$ cat src/rtl/comparator_seq_if.sv
// rtl/comparator_seq_if.sv - request/result bundle for the chunked sequential comparator
//
// Signals (master = requester, slave = comparator):
//   start  m->s  request, honoured only while busy=0
//   X, Y   m->s  operands, captured together with start
//   sgn    m->s  two's-complement compare select, captured with start
//                (present only with COMPARATOR_SEQ_SIGNED_EN defined)
//   busy   s->m  comparison in progress
//   done   s->m  one-cycle pulse when G/E/L become valid
//   G/E/L  s->m  X>Y / X=Y / X<Y, one-hot after a completed comparison
interface comparator_seq_if #(
   parameter int WIDTH = 16
);
   logic             start;
   logic [WIDTH-1:0] X;
   logic [WIDTH-1:0] Y;
`ifdef COMPARATOR_SEQ_SIGNED_EN
   logic             sgn;
`endif
   logic             busy;
   logic             done;
   logic             G;
   logic             E;
   logic             L;

`ifdef COMPARATOR_SEQ_SIGNED_EN
   modport master (output start, X, Y, sgn, input busy, done, G, E, L);
   modport slave  (input start, X, Y, sgn, output busy, done, G, E, L);
`else
   modport master (output start, X, Y, input busy, done, G, E, L);
   modport slave  (input start, X, Y, output busy, done, G, E, L);
`endif
endinterface

$ cat src/rtl/comparator_seq.sv
// rtl/comparator_seq.sv - sequential magnitude comparator, CHUNK bits per cycle, MSB chunk first
//
// Parameters:
//   WIDTH  operand width; must be a multiple of CHUNK
//   CHUNK  bits compared per clock edge
// Ports:
//   clk    sole clock, rising edge
//   rst_n  asynchronous active-low reset; aborts any comparison in flight
//   bus    comparator_seq_if.slave (start, X, Y, [sgn], busy, done, G, E, L)
// Build option:
//   COMPARATOR_SEQ_SIGNED_EN  adds bus.sgn; sgn=1 compares operands as two's complement
//
// Timing: the edge that accepts start is followed by k edges, one per chunk
// examined (1..NCHUNK); the k-th edge raises done for one cycle and drops busy.
// The first unequal chunk decides the result, so lower chunks are skipped.
module comparator_seq #(
   parameter int WIDTH = 16,
   parameter int CHUNK = 4
) (
   input  logic             clk,
   input  logic             rst_n,
   comparator_seq_if.slave  bus
);

   localparam int NCHUNK = WIDTH / CHUNK;
   localparam int IDX_W  = (NCHUNK > 1) ? $clog2(NCHUNK) : 1;

   typedef enum logic [1:0] {
      IDLE = 2'd0,
      CMP  = 2'd1,
      DONE = 2'd2
   } state_t;

   state_t             state;
   logic [IDX_W-1:0]   idx;
   logic [WIDTH-1:0]   x_q;
   logic [WIDTH-1:0]   y_q;
   logic               busy_q;
   logic               done_q;
   logic               g_q;
   logic               e_q;
   logic               l_q;

   // Operands as they will be stored. For a signed compare, flipping the sign
   // bit of both operands maps two's complement order onto unsigned order, so
   // the chunk datapath below never needs to know about signedness.
   logic [WIDTH-1:0]   x_in;
   logic [WIDTH-1:0]   y_in;

`ifdef COMPARATOR_SEQ_SIGNED_EN
   always_comb begin
      x_in = bus.X;
      y_in = bus.Y;
      x_in[WIDTH-1] = bus.X[WIDTH-1] ^ bus.sgn;
      y_in[WIDTH-1] = bus.Y[WIDTH-1] ^ bus.sgn;
   end
`else
   assign x_in = bus.X;
   assign y_in = bus.Y;
`endif

   // Select the chunk addressed by idx from each latched operand.
   logic [CHUNK-1:0]   x_chunk;
   logic [CHUNK-1:0]   y_chunk;

   always_comb begin
      x_chunk = '0;
      y_chunk = '0;
      for (int i = 0; i < NCHUNK; i++) begin
         if (idx == IDX_W'(i)) begin
            x_chunk = x_q[i*CHUNK +: CHUNK];
            y_chunk = y_q[i*CHUNK +: CHUNK];
         end
      end
   end

   // Single-process FSM; every output is a register so busy/done/G/E/L are
   // glitch-free and change only on the clock (or at once on reset).
   always_ff @(posedge clk or negedge rst_n) begin
      if (!rst_n) begin
         state  <= IDLE;
         idx    <= '0;
         x_q    <= '0;
         y_q    <= '0;
         busy_q <= 1'b0;
         done_q <= 1'b0;
         g_q    <= 1'b0;
         e_q    <= 1'b0;
         l_q    <= 1'b0;
      end else begin
         // done is a pulse: it is only ever set on the edge that enters DONE.
         done_q <= 1'b0;
         case (state)
            IDLE, DONE: begin
               if (bus.start) begin
                  x_q    <= x_in;
                  y_q    <= y_in;
                  g_q    <= 1'b0;
                  e_q    <= 1'b0;
                  l_q    <= 1'b0;
                  idx    <= IDX_W'(NCHUNK - 1);
                  busy_q <= 1'b1;
                  state  <= CMP;
               end else begin
                  state  <= IDLE;
               end
            end
            CMP: begin
               if (x_chunk > y_chunk) begin
                  g_q    <= 1'b1;
                  busy_q <= 1'b0;
                  done_q <= 1'b1;
                  state  <= DONE;
               end else if (x_chunk < y_chunk) begin
                  l_q    <= 1'b1;
                  busy_q <= 1'b0;
                  done_q <= 1'b1;
                  state  <= DONE;
               end else if (idx != '0) begin
                  idx    <= idx - IDX_W'(1);
               end else begin
                  // Every chunk matched down to the least-significant one.
                  e_q    <= 1'b1;
                  busy_q <= 1'b0;
                  done_q <= 1'b1;
                  state  <= DONE;
               end
            end
            default: begin
               busy_q <= 1'b0;
               state  <= IDLE;
            end
         endcase
      end
   end

   assign bus.busy = busy_q;
   assign bus.done = done_q;
   assign bus.G    = g_q;
   assign bus.E    = e_q;
   assign bus.L    = l_q;

endmodule

$ cat src/flat_wrapper.sv
// flat-port wrapper written by rule: the top's interface ports become plain ports
module comparator_seq_flat 
#(
   parameter int WIDTH = 16,
   parameter int CHUNK = 4
)
  (clk, rst_n, bus_start, bus_X, bus_Y, bus_busy, bus_done, bus_G, bus_E, bus_L);
  comparator_seq_if #(.WIDTH(WIDTH)) bus_i ();
  input  logic clk;
  input  logic rst_n;
  input wire logic [$bits(bus_i.start)-1:0] bus_start;
  input wire logic [$bits(bus_i.X)-1:0] bus_X;
  input wire logic [$bits(bus_i.Y)-1:0] bus_Y;
  output wire logic [$bits(bus_i.busy)-1:0] bus_busy;
  output wire logic [$bits(bus_i.done)-1:0] bus_done;
  output wire logic [$bits(bus_i.G)-1:0] bus_G;
  output wire logic [$bits(bus_i.E)-1:0] bus_E;
  output wire logic [$bits(bus_i.L)-1:0] bus_L;
  assign bus_i.start = bus_start;
  assign bus_i.X = bus_X;
  assign bus_i.Y = bus_Y;
  assign bus_busy = bus_i.busy;
  assign bus_done = bus_i.done;
  assign bus_G = bus_i.G;
  assign bus_E = bus_i.E;
  assign bus_L = bus_i.L;
  comparator_seq #(.WIDTH(WIDTH), .CHUNK(CHUNK)) u_core (.clk(clk), .rst_n(rst_n), .bus(bus_i));
endmodule
$ cat config.mk
export PLATFORM = sky130hd
export DESIGN_NAME = comparator_seq_flat
export DESIGN_NICKNAME = d
export VERILOG_FILES = /design/src/rtl/comparator_seq_if.sv /design/src/rtl/comparator_seq.sv /design/src/flat_wrapper.sv
export SDC_FILE = /design/constraint.sdc
export NUM_CORES = 1
export LEC_CHECK = 0
export CORE_MARGIN = 2
export CORE_UTILIZATION = 46
export CTS_CLUSTER_SIZE = 30
export DETAILED_ROUTE_END_ITERATION = 12
export GPL_ROUTABILITY_DRIVEN = 0
export GPL_TIMING_DRIVEN = 0
export PLACE_DENSITY_LB_ADDON = 0.15
export RECOVER_POWER = 25
export SYNTH_ARGS = -nofsm -noshare
export SYNTH_HDL_FRONTEND = slang
export SYNTH_SLANG_ARGS = --single-unit
export TNS_END_PERCENT = 1
$ cat constraint.sdc
create_clock -name clk -period 2.7 [get_ports clk]
set_input_delay 0.54 -clock clk [delete_from_list [all_inputs] [get_ports clk]]
set_output_delay 0.54 -clock clk [all_outputs]
set_load 0.05 [all_outputs]
==> results_dict.tcl, run 1 <==
set metrics [dict create \
    status "complete, but fails checks" \
    violations "max-capacitance violations, max-slew violations" \
    die_area_mm2 0.00486 \
    synth-edff-count 0 \
    hpwl_mm 2.98 \
    clk_path_buf_depth 2 \
    drc 0 \
    max_freq_ghz 0.383 \
    grt_usage_pct 18.8 \
    tritoncts "yes" \
    yosys-top-cells-count "nand2_1 (104), dfrtp_1 (41), a21oi_1 (11)" \
    synth_most_common_cell "nand2_1" \
    max_stage_delay_ps 410 \
    cp.arrival_ps 2780 \
    synth_ff_type "dfrtp_1" \
    fp.dieW_um 69.7 \
    area_growth_pct 35.5 \
    finClkSkew_ps 6.15 \
    period_needed_ps 2610 \
    ys_ff_latch 41 \
    syn_nets 271 \
    place_inst 318 \
    crit_path_top_delay_cell "dfrtp_1" \
    power_density_mw_per_mm2 1020 \
    dieHeight_um 69.7 \
    leakagePower_nw 1.29 \
    worstSkewPairLatency_ps 290 \
    path_max_fanout 8 \
    highest_layer "met4" \
    viasPerCell 4.96 \
    worstSetupStartpointType "register" \
    required_ps 2870 \
    maxSlewViolCount 41 \
    diodes 0 \
    pin_count 40 \
    antenna_found_initial 0 \
    grt_pass1_vias 1589 \
    core_area_mm2 0.00409 \
    slew_headroom_pct -20.4 \
    met2_length_mm 2.02 \
    finalNonFillerCells 335 \
    initial_core_util_pct 48.6 \
    clkSlewWorstSetupHoldPaths_ps 70 \
    worst-path-buf-inv 3 \
    vias 1663 \
    hold_class "in -> async" \
    irDropWorstVdd_uv 427 \
    yosys_warnings 0 \
    grt_overflow 0 \
    grt_pass1_wl_mm 7.22 \
    row_count 23 \
    syn_inst 228 \
    wl_mm 4.24 \
    numCtsBuffers 5 \
    io_buffers 39 \
    setup_viol 0 \
    synth_top_cells_by_area "dfrtp_1 (52%), nand2_1 (20%), ha_1 (5.0%)" \
    synth.largest_area_cell "dfrtp_1" \
    dr.pass1.iters 4 \
    netlist-cell-type-count 24 \
    hold_viol 0 \
    finalCritPeriodShare_pct 96.8 \
    drtIter0Drc 130 \
    avgSynthCellArea_um2 8.71 \
    drv_cap 1 \
    synth_top_cell_area_share_pct 51.7 \
    fin_util_pct 65.8 \
    cts_root_buf "clkbuf_8" \
    endpoint_kind "register" \
    syn_area_mm2 0.00199 \
    cp_cell_sequence "inv_2 > ha_4 > buf_6 > nor2b_1 > buf_4 > a221oi_1 > o31ai_1 > ha_1 > nand4_4 > a31oi_4 > mux2i_1 > a21oi_1" \
    cts_max_level 2 \
    ant_nets 0 \
    wl_per_cell_um 12.6 \
    clock_sinks 41 \
    cp_top_family "compound AO/OA/AOI/OAI gates" \
    met1_length_mm 1.99 \
    synthArstFlopShare_pct 100 \
    yosysSeqAreaShare_pct 51.7 \
    drive_gt1_share_pct 15.4 \
    tightest_slew_ps 1810 \
    wl_met3_um 174 \
    grt_max_degree 41 \
    nets 327 \
    crit_type "reg -> reg" \
    ctsHoldBuffers 0 \
]
-- cells by family (layout without fill, tap and decap cells) --
logic type,Yosys count,in the layout,share of synthesized area [%]
fa+ha+maj,8,8,5.04
buf+inv,17,74,3.97
simple gates,132,132,28.0
mux,1,1,0.504
flops,41,41,51.7
compound gates,29,29,10.8
-- worst register-to-register path, stage by stage, from the launching register on --
cell      delay, ps
dfrtp_1         410
inv_2           110
ha_4            130
buf_6           110
nor2b_1          50
buf_4           160
a221oi_1        280
o31ai_1         140
ha_1            370
nand4_4         130
a31oi_4         280
mux2i_1         230
a21oi_1          80
-- stage by stage --
stage	power (W)	area (µm²)	setup TNS [ps]	worst slack [ps]	hold WS, ps
after floorplan	0.00186	1990	0	147	244
after global placement	0.00216	2440	-232	-116	459
after detailed placement	0.00219	2450	-429	-147	339
after CTS	0.00263	2570	-15.6	-15.1	25.3
after global routing	0.00297	2690	-14.7	-14.7	1.26
final	0.00275	2690	0	86.0	9.40
-- placed cells by master (no fill, tap or decap), drive strengths merged, types with 2 or more instances in the layout --
master and instances:
ha 8, a221oi 7, o31ai 3, o21ai 3, nor3 8, a32o 2, nand2 104, buf 21
nand2b 3, clkdlybuf4s50 38, dfrtp 41, nor2b 10, inv 4, clkbuf 10, nor2 3, a21oi 11
-- final timing paths --
path	end	slack [ps]	cells past startpoint	start
worst max-delay path	u_core.idx[0]$_DFFE_PN0P_	90	12	u_core.idx[1]$_DFFE_PN0P_
worst min-delay path	u_core.bus.busy$_DFFE_PN0P_	9	1	rst_n
worst max register to register	u_core.idx[0]$_DFFE_PN0P_	90	12	u_core.idx[1]$_DFFE_PN0P_
worst min register to register	u_core.x_q[6]$_DFFE_PN0P_	480	2	u_core.x_q[6]$_DFFE_PN0P_
max in group asynchronous	u_core.idx[0]$_DFFE_PN0P_	490	2	rst_n
min in group clk	u_core.x_q[6]$_DFFE_PN0P_	480	2	u_core.x_q[6]$_DFFE_PN0P_
-- report_power, final --
group          total (W)  switching, W  internal, W
Clock           0.000378      0.000194     0.000184
Combinational    0.00131      0.000747     0.000561
Sequential       0.00106      0.000178     0.000887
Total            0.00275       0.00112      0.00163
-- flip-flops by register name, summed over array words and instances, names as in the netlist --
name,cells
u_core.bus.L,1
u_core.bus.G,1
u_core.bus.done,1
u_core.y_q,16
u_core.state,2
u_core.idx,2
u_core.bus.busy,1
u_core.bus.E,1
u_core.x_q,16
-- repair_timing --
action                     in CTS  in global routing
pin swaps                       0                 10
setup buffers                   4                  6
gates resized for setup         3                 22
hold endpoints to repair        0                  0
setup endpoints to repair       6                  7
-- area by class of cell --
class | count | area [µm²]
buffer | 12 | 71.3
clock buffer | 8 | 80.1
fill | 361 | 1400
inverter | 4 | 17.5
multi-input combinational | 170 | 962
sequential | 41 | 1030
tap | 50 | 62.6
timing repair buffer | 50 | 469
-- routing by layer --
layer | up-vias | track usage, %
li1 | 863 | -
met1 | 758 | 24.4
met2 | 36 | 31.4
met3 | 6 | 4.94
met4 | 0 | 5.13
met5 | - | 0
Note: power is estimated with default switching activity, not from simulation.
==> run 2: changes to the inputs <==
--- a/config.mk
+++ b/config.mk
@@ -5,7 +5,7 @@
 export SDC_FILE = /design/constraint.sdc
 export NUM_CORES = 1
 export LEC_CHECK = 0
-export CORE_MARGIN = 2
+export CORE_MARGIN = 5
 export CORE_UTILIZATION = 46
 export CTS_CLUSTER_SIZE = 30
 export DETAILED_ROUTE_END_ITERATION = 12
==> run 2 against run 1 <==
  * The run ends with negative setup slack left
  * Power increased by 5.5%
  * Register-to-register slack lost 96 ps
  * Non-clock buffer count down 1
  * Clock power up 36%
  * Worst setup slack lost 96 ps
  * Sequential power barely moved
  * Largest cell class unchanged
  * Largest power group unchanged
  * Highest routed layer unchanged
==> results_dict.tcl, run 2 (synthesized netlist as in run 1, its figures left out) <==
set metrics [dict create \
    n_fill_cell 342 \
    dr.pass1.iters 4 \
    clock_sinks 41 \
    grt_max_degree 42 \
    grt_overflow 0 \
    timing.rr.start "u_core.idx[1]$_DFFE_PN0P_" \
    rsz0062_at_grt "true" \
    area_growth_pct 37.3 \
    status "complete, but fails checks" \
    viasPerCell 5.13 \
    tritoncts "yes" \
    pin_count 40 \
    violations "negative setup slack" \
    dieHeight_um 75.7 \
    maxSlewViolCount 0 \
    io_buffers 39 \
    slew_headroom_pct 40.3 \
    die_area_mm2 0.00573 \
    crit_path_top_delay_cell "dfrtp_1" \
    worstSkewPairLatency_ps 300 \
    switching_share_pct 39.5 \
    power_frac_comb_pct 45.6 \
    p_seq_share_pct 36.7 \
    drive_gt1_share_pct 16.9 \
    clkSlewWorstSetupHoldPaths_ps 80 \
    fin_ws_ps -9.68 \
    vias 1714 \
    drtIter0Drc 82 \
    cts_max_level 2 \
    row_count 23 \
    max_freq_ghz 0.369 \
    tightest_slew_ps 895 \
    ant_nets 0 \
    final_common_cell "nand2_1" \
    required_ps 2880 \
    drv_cap 0 \
    power_density_mw_per_mm2 1060 \
    final_cell_mix "nand2_1 (104), dfrtp_1 (40), clkdlybuf4s50_1 (38), buf_4 (11)" \
    irDropWorstVdd_uv 469 \
    hold_viol 0 \
    cts_root_buf "clkbuf_8" \
    grt_pass1_wl_mm 7.53 \
    nets 326 \
    power.share.clock_pct 17.7 \
    worstSetupStartpointType "register" \
    wl_mm 4.67 \
    numCtsBuffers 5 \
    core_area_mm2 0.00409 \
    period_needed_ps 2710 \
    initial_core_util_pct 48.6 \
    drc 0 \
    fp.dieW_um 75.7 \
    grt_usage_pct 17.8 \
    clk_path_buf_depth 2 \
    cp_cell_sequence "inv_2 > ha_4 > buf_6 > nor2b_1 > buf_4 > a221oi_2 > nor3_1 > a21oi_1 > ha_1 > nand2b_1 > buf_4 > a31oi_4 > mux2i_1 > a21oi_1" \
    endpoint_kind "register" \
    setup_viol 1 \
    grt_pass1_vias 1686 \
    hold_class "in -> async" \
    reg.largest.list "u_core.x_q x16, u_core.y_q x16" \
    wl_per_cell_um 14.0 \
    crit_path_start "u_core.idx[1]$_DFFE_PN0P_" \
    finalCritPeriodShare_pct 100 \
    p_sw_w 0.00115 \
    cp.arrival_ps 2890 \
    diodes 0 \
    power_w 0.00290 \
    crit_type "reg -> reg" \
    hpwl_mm 3.17 \
    antenna_found_initial 0 \
    finalSetupTns_ps -9.68 \
    max_stage_delay_ps 430 \
    intPower_w 0.00176 \
    finClkSkew_ps 6.87 \
    path_max_fanout 8 \
    leakagePower_nw 1.31 \
]
[run 2: worst max-delay path, delay by kind of cell, from the launching register on]
| family | cells | cell delay, ps |
|---|---|---|
| buf+inv | 4 | 550 |
| fa+ha+maj | 2 | 520 |
| compound gates | 4 | 510 |
| flops | 1 | 430 |
| simple gates | 3 | 320 |
| mux | 1 | 250 |
[run 2: per-stage QoR]
| step | hold slack, ps | area (µm²) | util, % | worst slack, ps | cells |
|---|---|---|---|---|---|
| 2_1_floorplan | 244 | 1990 | - | 147 | 228 |
| 3_3_place_gp | 459 | 2440 | 59.7 | -101 | 317 |
| 3_5_place_dp | 468 | 2430 | 59.6 | -133 | 317 |
| 4_1_cts | 387 | 2590 | 63.3 | 11.7 | 329 |
| 5_1_grt | 439 | 2730 | 66.7 | -168 | 334 |
| 6_report | 359 | 2730 | 66.7 | -9.68 | 334 |
[run 2: worst paths after layout]
path,endpoint,cells past startpoint,slack [ps]
worst max register to register,u_core.idx[0]$_DFFE_PN0P_,14,-10
max in group asynchronous,u_core.idx[0]$_DFFE_PN0P_,1,1740
worst max-delay path,u_core.idx[0]$_DFFE_PN0P_,14,-10
min in group clk,u_core.y_q[12]$_DFFE_PN0P_,2,490
worst min-delay path,u_core.bus.busy$_DFFE_PN0P_,1,360
worst min register to register,u_core.y_q[12]$_DFFE_PN0P_,2,490
[run 2: power groups by stage]
stage / clock network, W / logic, W / registers (W)
after detailed placement: 0 / 0.00114 / 0.00106
after global placement: 0 / 0.00111 / 0.00105
after global routing: 0.000540 / 0.00148 / 0.00110
after floorplan: 0 / 0.000753 / 0.00111
final: 0.000513 / 0.00133 / 0.00106
after CTS: 0.000525 / 0.00119 / 0.00105
[run 2: cell type report]
class	instances	area [µm²]	share of cell area (%)
Clock inverter	1	30.0	1.10
Buffer	12	75.1	2.75
Sequential cell	41	1030	37.7
Tap cell	50	62.6	2.29
Clock buffer	7	86.3	3.17
Timing Repair Buffer	49	460	16.9
Multi-Input combinational cell	170	967	35.5
Inverter	4	17.5	0.642
[run 2: what timing repair did]
action                     in CTS  in global routing
setup endpoints to repair       7                  9
hold buffers                    0                  0
pin swaps                       1                 14
cloned                          0                  0
buffers inserted                4                  6
hold endpoints to repair        0                  0
gates resized for setup         4                 22
[run 2: per-layer routing]
layer  track usage [%]  vias up  routed length (µm)
li1                  -      854                   -
met1              22.4      800                2080
met2              28.4       47                2150
met3              4.49       13                 281
met4              8.93        0                 150
met5                 0        -                   0
==> run 3: changes to the inputs <==
--- a/config.mk
+++ b/config.mk
@@ -5,6 +5,7 @@
 export SDC_FILE = /design/constraint.sdc
 export NUM_CORES = 1
 export LEC_CHECK = 0
+export ABC_AREA = 0
 export CORE_MARGIN = 5
 export CORE_UTILIZATION = 46
 export CTS_CLUSTER_SIZE = 30
==> results of run 3 <==
No change in the layout: final DEF, timing and power equal those of run 2.
